## src/rtl/pc_sequencer.sv

```systemverilog
// pc_sequencer: fetch/decode/step controller for the pc_function program counter.
// Reads opcodes (and jump operands) from program memory at PC_IN and issues one
// gated PC_CLK low pulse per step, with M/DATA_OUTPUT set up a cycle in advance.
module pc_sequencer #(
  parameter int unsigned WAIT_MAX = 15
) (
  input  logic       clk,
  input  logic       clr,
  input  logic       START,
  input  logic [7:0] PC_IN,
  input  logic       FLAG_Z,
  input  logic [7:0] MEM_DATA,
  input  logic       MEM_READY,
  output logic [7:0] MEM_ADDR,
  output logic       MEM_RD,
  output logic [1:0] M,
  output logic [7:0] DATA_OUTPUT,
  output logic       PC_CLK,
  output logic [7:0] INSTR,
  output logic       BUSY,
  output logic       HALTED,
  output logic       ERR
);

  localparam int unsigned CNT_W  = 8;
  localparam int unsigned DATA_W = 8;

  localparam logic [1:0] M_INC  = 2'b00;
  localparam logic [1:0] M_DEC  = 2'b01;
  localparam logic [1:0] M_LOAD = 2'b10;

  typedef enum logic [2:0] {
    S_IDLE,
    S_FETCH,
    S_DECODE,
    S_SETUP,
    S_STEP,
    S_SETTLE,
    S_OPFETCH,
    S_HALT
  } state_e;

  state_e              state_q, state_d;
  logic [DATA_W-1:0]   mem_addr_q, mem_addr_d;
  logic                mem_rd_q, mem_rd_d;
  logic [1:0]          m_q, m_d;
  logic [DATA_W-1:0]   dout_q, dout_d;
  logic                pc_clk_q, pc_clk_d;
  logic [DATA_W-1:0]   instr_q, instr_d;
  logic                busy_q, busy_d;
  logic                halted_q, halted_d;
  logic                err_q, err_d;
  logic                phase_q, phase_d;
  logic                taken_q, taken_d;
  logic [CNT_W-1:0]    cnt_q, cnt_d;

  // State and registered outputs; clr forces PC_CLK high asynchronously.
  always_ff @(posedge clk or posedge clr) begin
    if (clr) begin
      state_q    <= S_IDLE;
      mem_addr_q <= '0;
      mem_rd_q   <= 1'b0;
      m_q        <= M_INC;
      dout_q     <= '0;
      pc_clk_q   <= 1'b1;
      instr_q    <= '0;
      busy_q     <= 1'b0;
      halted_q   <= 1'b0;
      err_q      <= 1'b0;
      phase_q    <= 1'b0;
      taken_q    <= 1'b0;
      cnt_q      <= '0;
    end else begin
      state_q    <= state_d;
      mem_addr_q <= mem_addr_d;
      mem_rd_q   <= mem_rd_d;
      m_q        <= m_d;
      dout_q     <= dout_d;
      pc_clk_q   <= pc_clk_d;
      instr_q    <= instr_d;
      busy_q     <= busy_d;
      halted_q   <= halted_d;
      err_q      <= err_d;
      phase_q    <= phase_d;
      taken_q    <= taken_d;
      cnt_q      <= cnt_d;
    end
  end

  // Next-state and next-output logic.
  always_comb begin
    state_d    = state_q;
    mem_addr_d = mem_addr_q;
    mem_rd_d   = mem_rd_q;
    m_d        = m_q;
    dout_d     = dout_q;
    pc_clk_d   = 1'b1;
    instr_d    = instr_q;
    err_d      = err_q;
    phase_d    = phase_q;
    taken_d    = taken_q;
    cnt_d      = cnt_q;

    case (state_q)
      S_IDLE: begin
        if (START) begin
          state_d    = S_FETCH;
          mem_rd_d   = 1'b1;
          mem_addr_d = PC_IN;
          cnt_d      = '0;
        end
      end
      S_FETCH, S_OPFETCH: begin
        mem_addr_d = PC_IN;
        if (MEM_READY) begin
          mem_rd_d = 1'b0;
          if (state_q == S_FETCH) begin
            instr_d = MEM_DATA;
            state_d = S_DECODE;
          end else begin
            dout_d  = MEM_DATA;
            m_d     = taken_q ? M_LOAD : M_INC;
            phase_d = 1'b0;
            state_d = S_SETUP;
          end
        end else if (cnt_q == CNT_W'(WAIT_MAX - 1)) begin
          mem_rd_d = 1'b0;
          err_d    = 1'b1;
          state_d  = S_HALT;
        end else begin
          cnt_d = cnt_q + CNT_W'(1);
        end
      end
      S_DECODE: begin
        state_d = S_SETUP;
        case (instr_q[7:6])
          2'b00: m_d = M_INC;
          2'b01: begin
            // First step skips the opcode; the operand decides the second.
            m_d     = M_INC;
            phase_d = 1'b1;
            taken_d = !instr_q[5] || FLAG_Z;
          end
          2'b10: m_d = M_DEC;
          2'b11: state_d = S_HALT;
        endcase
      end
      S_SETUP: begin
        pc_clk_d = 1'b0;
        state_d  = S_STEP;
      end
      S_STEP: begin
        state_d = S_SETTLE;
      end
      S_SETTLE: begin
        state_d    = phase_q ? S_OPFETCH : S_FETCH;
        mem_rd_d   = 1'b1;
        mem_addr_d = PC_IN;
        cnt_d      = '0;
      end
      S_HALT: begin
        state_d = S_HALT;
      end
    endcase

    busy_d   = (state_d != S_IDLE) && (state_d != S_HALT);
    halted_d = (state_d == S_HALT);
  end

  assign MEM_ADDR    = mem_addr_q;
  assign MEM_RD      = mem_rd_q;
  assign M           = m_q;
  assign DATA_OUTPUT = dout_q;
  assign PC_CLK      = pc_clk_q;
  assign INSTR       = instr_q;
  assign BUSY        = busy_q;
  assign HALTED      = halted_q;
  assign ERR         = err_q;

endmodule
```

## config.mk

```make
export PLATFORM = sky130hd
export DESIGN_NAME = pc_sequencer
export DESIGN_NICKNAME = d
export VERILOG_FILES = /design/src/rtl/pc_sequencer.sv
export SDC_FILE = /design/constraint.sdc
export NUM_CORES = 1
export LEC_CHECK = 0
export CORE_ASPECT_RATIO = 0.5
export CORE_MARGIN = 2
export CORE_UTILIZATION = 48
export DETAILED_ROUTE_END_ITERATION = 10
export PLACE_DENSITY_LB_ADDON = 0.15
export SYNTH_ARGS = -nofsm -noshare
export SYNTH_HDL_FRONTEND = slang
export SYNTH_SLANG_ARGS = --single-unit
```

## constraint.sdc

```tcl
create_clock -name clk -period 2.6 [get_ports clk]
set_input_delay 0.52 -clock clk [delete_from_list [all_inputs] [get_ports clk]]
set_output_delay 0.52 -clock clk [all_outputs]
set_load 0.1 [all_outputs]
```

==> impl_metrics.csv <==
group,metric,value,unit
critical_path,path_cells,"inv_1 > ha_1 > or4b_4 > o31ai_4 > nand2_2 > nand3_1 > mux2_1",
sta,period_minus_slack,2254,ps
critical_path,crit_path_top_delay_cell,"or4b_4",
critical_path,timing.rr.start,"cnt_q[0]",
clocking,cts_resized,0,
route,drc,0,
placed_design,globalplace.congestion,0.8287,
critical_path,arrival,2430,ps
yosys,synth-edff-count,0,
placed_design,dp_hpwl,3.125,mm
yosys,synth_nets,196,
clocking,clock_path_buffers,2,
floorplan,die_height,49.74,um
route,wirelength,4.290,mm
yosys,synth-seq-cells,44,
cells_and_area,fin_util,66.98,%
global_route,antenna_found_initial,0,
critical_path,cp_num_buf_inv,1,
yosys,ys_async_sr_fraction,100.0,%
critical_path,cpPeakStageDelay,500,ps
floorplan,ioPinCount,52,
route,via_count,1516,
cells_and_area,n_fill_cell,308,
route,via_per_inst,5.301,
global_route,overflow,0,
floorplan,rows,16,
min_path,min_path_type,"flip-flop to flip-flop",
global_route,grt_usage,20.21,%
clocking,cts.clk_slew.worst_paths,80,ps
clocking,ctsHoldBuffers,0,
critical_path,crit_start,"cnt_q[0]",
critical_path,critPathRequiredTime,2770,ps
global_route,grt_max_degree,27,
floorplan,die-area,0.004748,mm2
yosys,syn_area_per_cell,11.61,um2
floorplan,die_x,95.48,um
yosys,synth_top_area_share,53.58,%
yosys,synthDistinctLibCells,38,
route,wl_per_cell,15.00,um
yosys,synthTopCellsByArea,"dfrtp_1, mux2_2, a221oi_1",
global_route,grt_pass1_vias,1562,
sta,slew_violations,0,
clocking,cts_setup_buffers,0,
sta,finalCritPeriodShare,86.69,%
clocking,numCtsBuffers,5,
run_status,status,"finished clean",
cells_and_area,nets,254,
yosys,syn-cell-area,0.002008,mm2
sta,final-hold-violation-count,0,
sta,relSlewSlack,35.84,%
critical_path,endpoint_kind,"flip-flop",
sta,rsz0062_at_grt,"no",
run,maxCapViolations,0,
cells_and_area,drive_above_1_share,32.76,%
sta,whs,461.7,ps
clocking,htree_levels,2,
critical_path,start_kind,"flip-flop",
global_route,grt_busiest_layer,"met2",
floorplan,start_util,50.66,%
route,drt-pass1-iter-count,4,
critical_path,reg2reg_to,"cnt_q[6]",
clocking,worstSkewPairLatency,290,ps
cells_and_area,syn_to_final_growth,32.21,%
yosys,ys_seq_area_share,54.89,%
sta,fin_tns_setup,0,ps
yosys,synth_top_cell_by_area,"dfrtp_1",
placed_design,port-buffer-count,51,
critical_path,rr_worst_depth,7,
global_route,grt_pass1_wl,7.286,mm
yosys,synth_warnings,0,
critical_path,endpoint,"cnt_q[6]",
critical_path,reg2reg_slack,350,ps
critical_path,critical-path-top-delay-family,"simple AND/OR/NAND/NOR gates",
floorplan,coreArea,0.003964,mm2
clocking,cts_sinks,44,
cells_and_area,diodes,0,
global_route,use_met1,27.34,%
sta,fmax,443.7,MHz
critical_path,critPathMaxFanout,8,
clocking,cts_tree,"yes",
route,drt_iter0_drc,80,
route,final_antenna_net_count,0,
yosys,synth-main-ff-cell,"dfrtp_1",
global_route,grt_use_met3,7.187,%
critical_path,crit_type,"flip-flop to flip-flop",
sta,tightest_slew,956.5,ps
yosys,syn_inst,173,
sta,finalSetupViolCount,0,
sta,final.setup_skew,9.285,ps
clocking,cts-root-buf,"clkbuf_8",
critical_path,path_depth,7,
global_route,grt_use_met2,31.22,%
## sequential cells by signal, summed over array words and instances (netlist names)
| register | cells |
|---|---|
| taken_q | 1 |
| phase_q | 1 |
| MEM_RD | 1 |
| MEM_ADDR | 8 |
| DATA_OUTPUT | 8 |
| ERR | 1 |
| INSTR | 8 |
| M | 2 |
| cnt_q | 8 |
| state_q | 3 |
| PC_CLK | 1 |
| HALTED | 1 |
| BUSY | 1 |
## area by class of cell
class                   instances  area, um2  area share, %
flip-flops and latches         44       1102          41.52
repair buffers                 55      462.9          17.44
inverters                       9      33.78          1.272
clock buffers                   6      72.57          2.733
clock inverters                 2      60.06          2.262
multi-input cells             116      855.8          32.23
well taps                      54      67.56          2.545
## synth_stat cells (2+ instances only)
library cell  count
nor3_1            4
ha_1              2
a221oi_1          6
clkbuf_1          3
o21ai_0           9
nor2b_1           5
inv_1             9
nand2_2           3
mux2_2           24
nand2_1          12
dfrtp_1          43
nor2_1           12
nand2b_1          2
o211ai_1          2
a21oi_1           3
mux2i_1           2
xnor2_1           5
nand3_1           6
nor4_1            2
## stage by stage
step | setup WS [ps] | instances | instance area, um2
3_3_place_gp | 277.3 | 278 | 2522
4_1_cts | 335.1 | 286 | 2655
2_1_floorplan | 589.4 | 173 | 2008
5_1_grt | 206.7 | 286 | 2655
3_5_place_dp | 215.2 | 278 | 2522
6_report | 346.2 | 286 | 2655
## cell usage in the layout, fill, tap and decap left out, types with 2 or more instances in the layout
cell / netlist / final
bufinv_16: 0 / 2
nand2b_1: 2 / 2
clkdlybuf4s50_1: 0 / 20
a21oi_1: 3 / 3
ha_1: 2 / 2
nand3_1: 6 / 6
dfrtp_1: 43 / 43
o21ai_0: 9 / 9
nor2_1: 12 / 12
nor3_1: 4 / 4
nand2_1: 12 / 12
buf_4: 0 / 35
inv_1: 9 / 8
a221oi_1: 6 / 6
xnor2_1: 5 / 5
mux2i_1: 2 / 2
nor4_1: 2 / 2
mux2_2: 24 / 24
nor2b_1: 5 / 5
clkbuf_8: 0 / 5
o211ai_1: 2 / 2
nand2_2: 3 / 3
## routing by layer
metal / vias to the layer above / wire length [um]
li1: 733 / -
met1: 741 / 1887
met2: 38 / 2092
met3: 4 / 283
met4: 0 / 26
met5: - / 0
## how the worst min path moves through the flow
stage	start	to	slack [ps]	depth (start not counted)
3_3_place_gp	ERR	ERR	450	1
4_1_cts	ERR	ERR	470	1
3_5_place_dp	ERR	ERR	450	1
6_report	ERR	ERR	460	1
5_1_grt	ERR	ERR	490	1
2_1_floorplan	taken_q	taken_q	450	2
## cells by family after synthesis
kind of cell | synth area share [%]
xor gates and xnor gates | 2.181
adders and majority gates | 1.246
and+or+nand+nor | 14.21
AOI/OAI and AO/OA | 9.969
buffers and inverters | 2.492
DFF | 54.89
muxes | 15.02
Power is left out: the tool's default activity adds up to more than one toggle a clock period on the data nets, which glitch-free logic cannot reach.
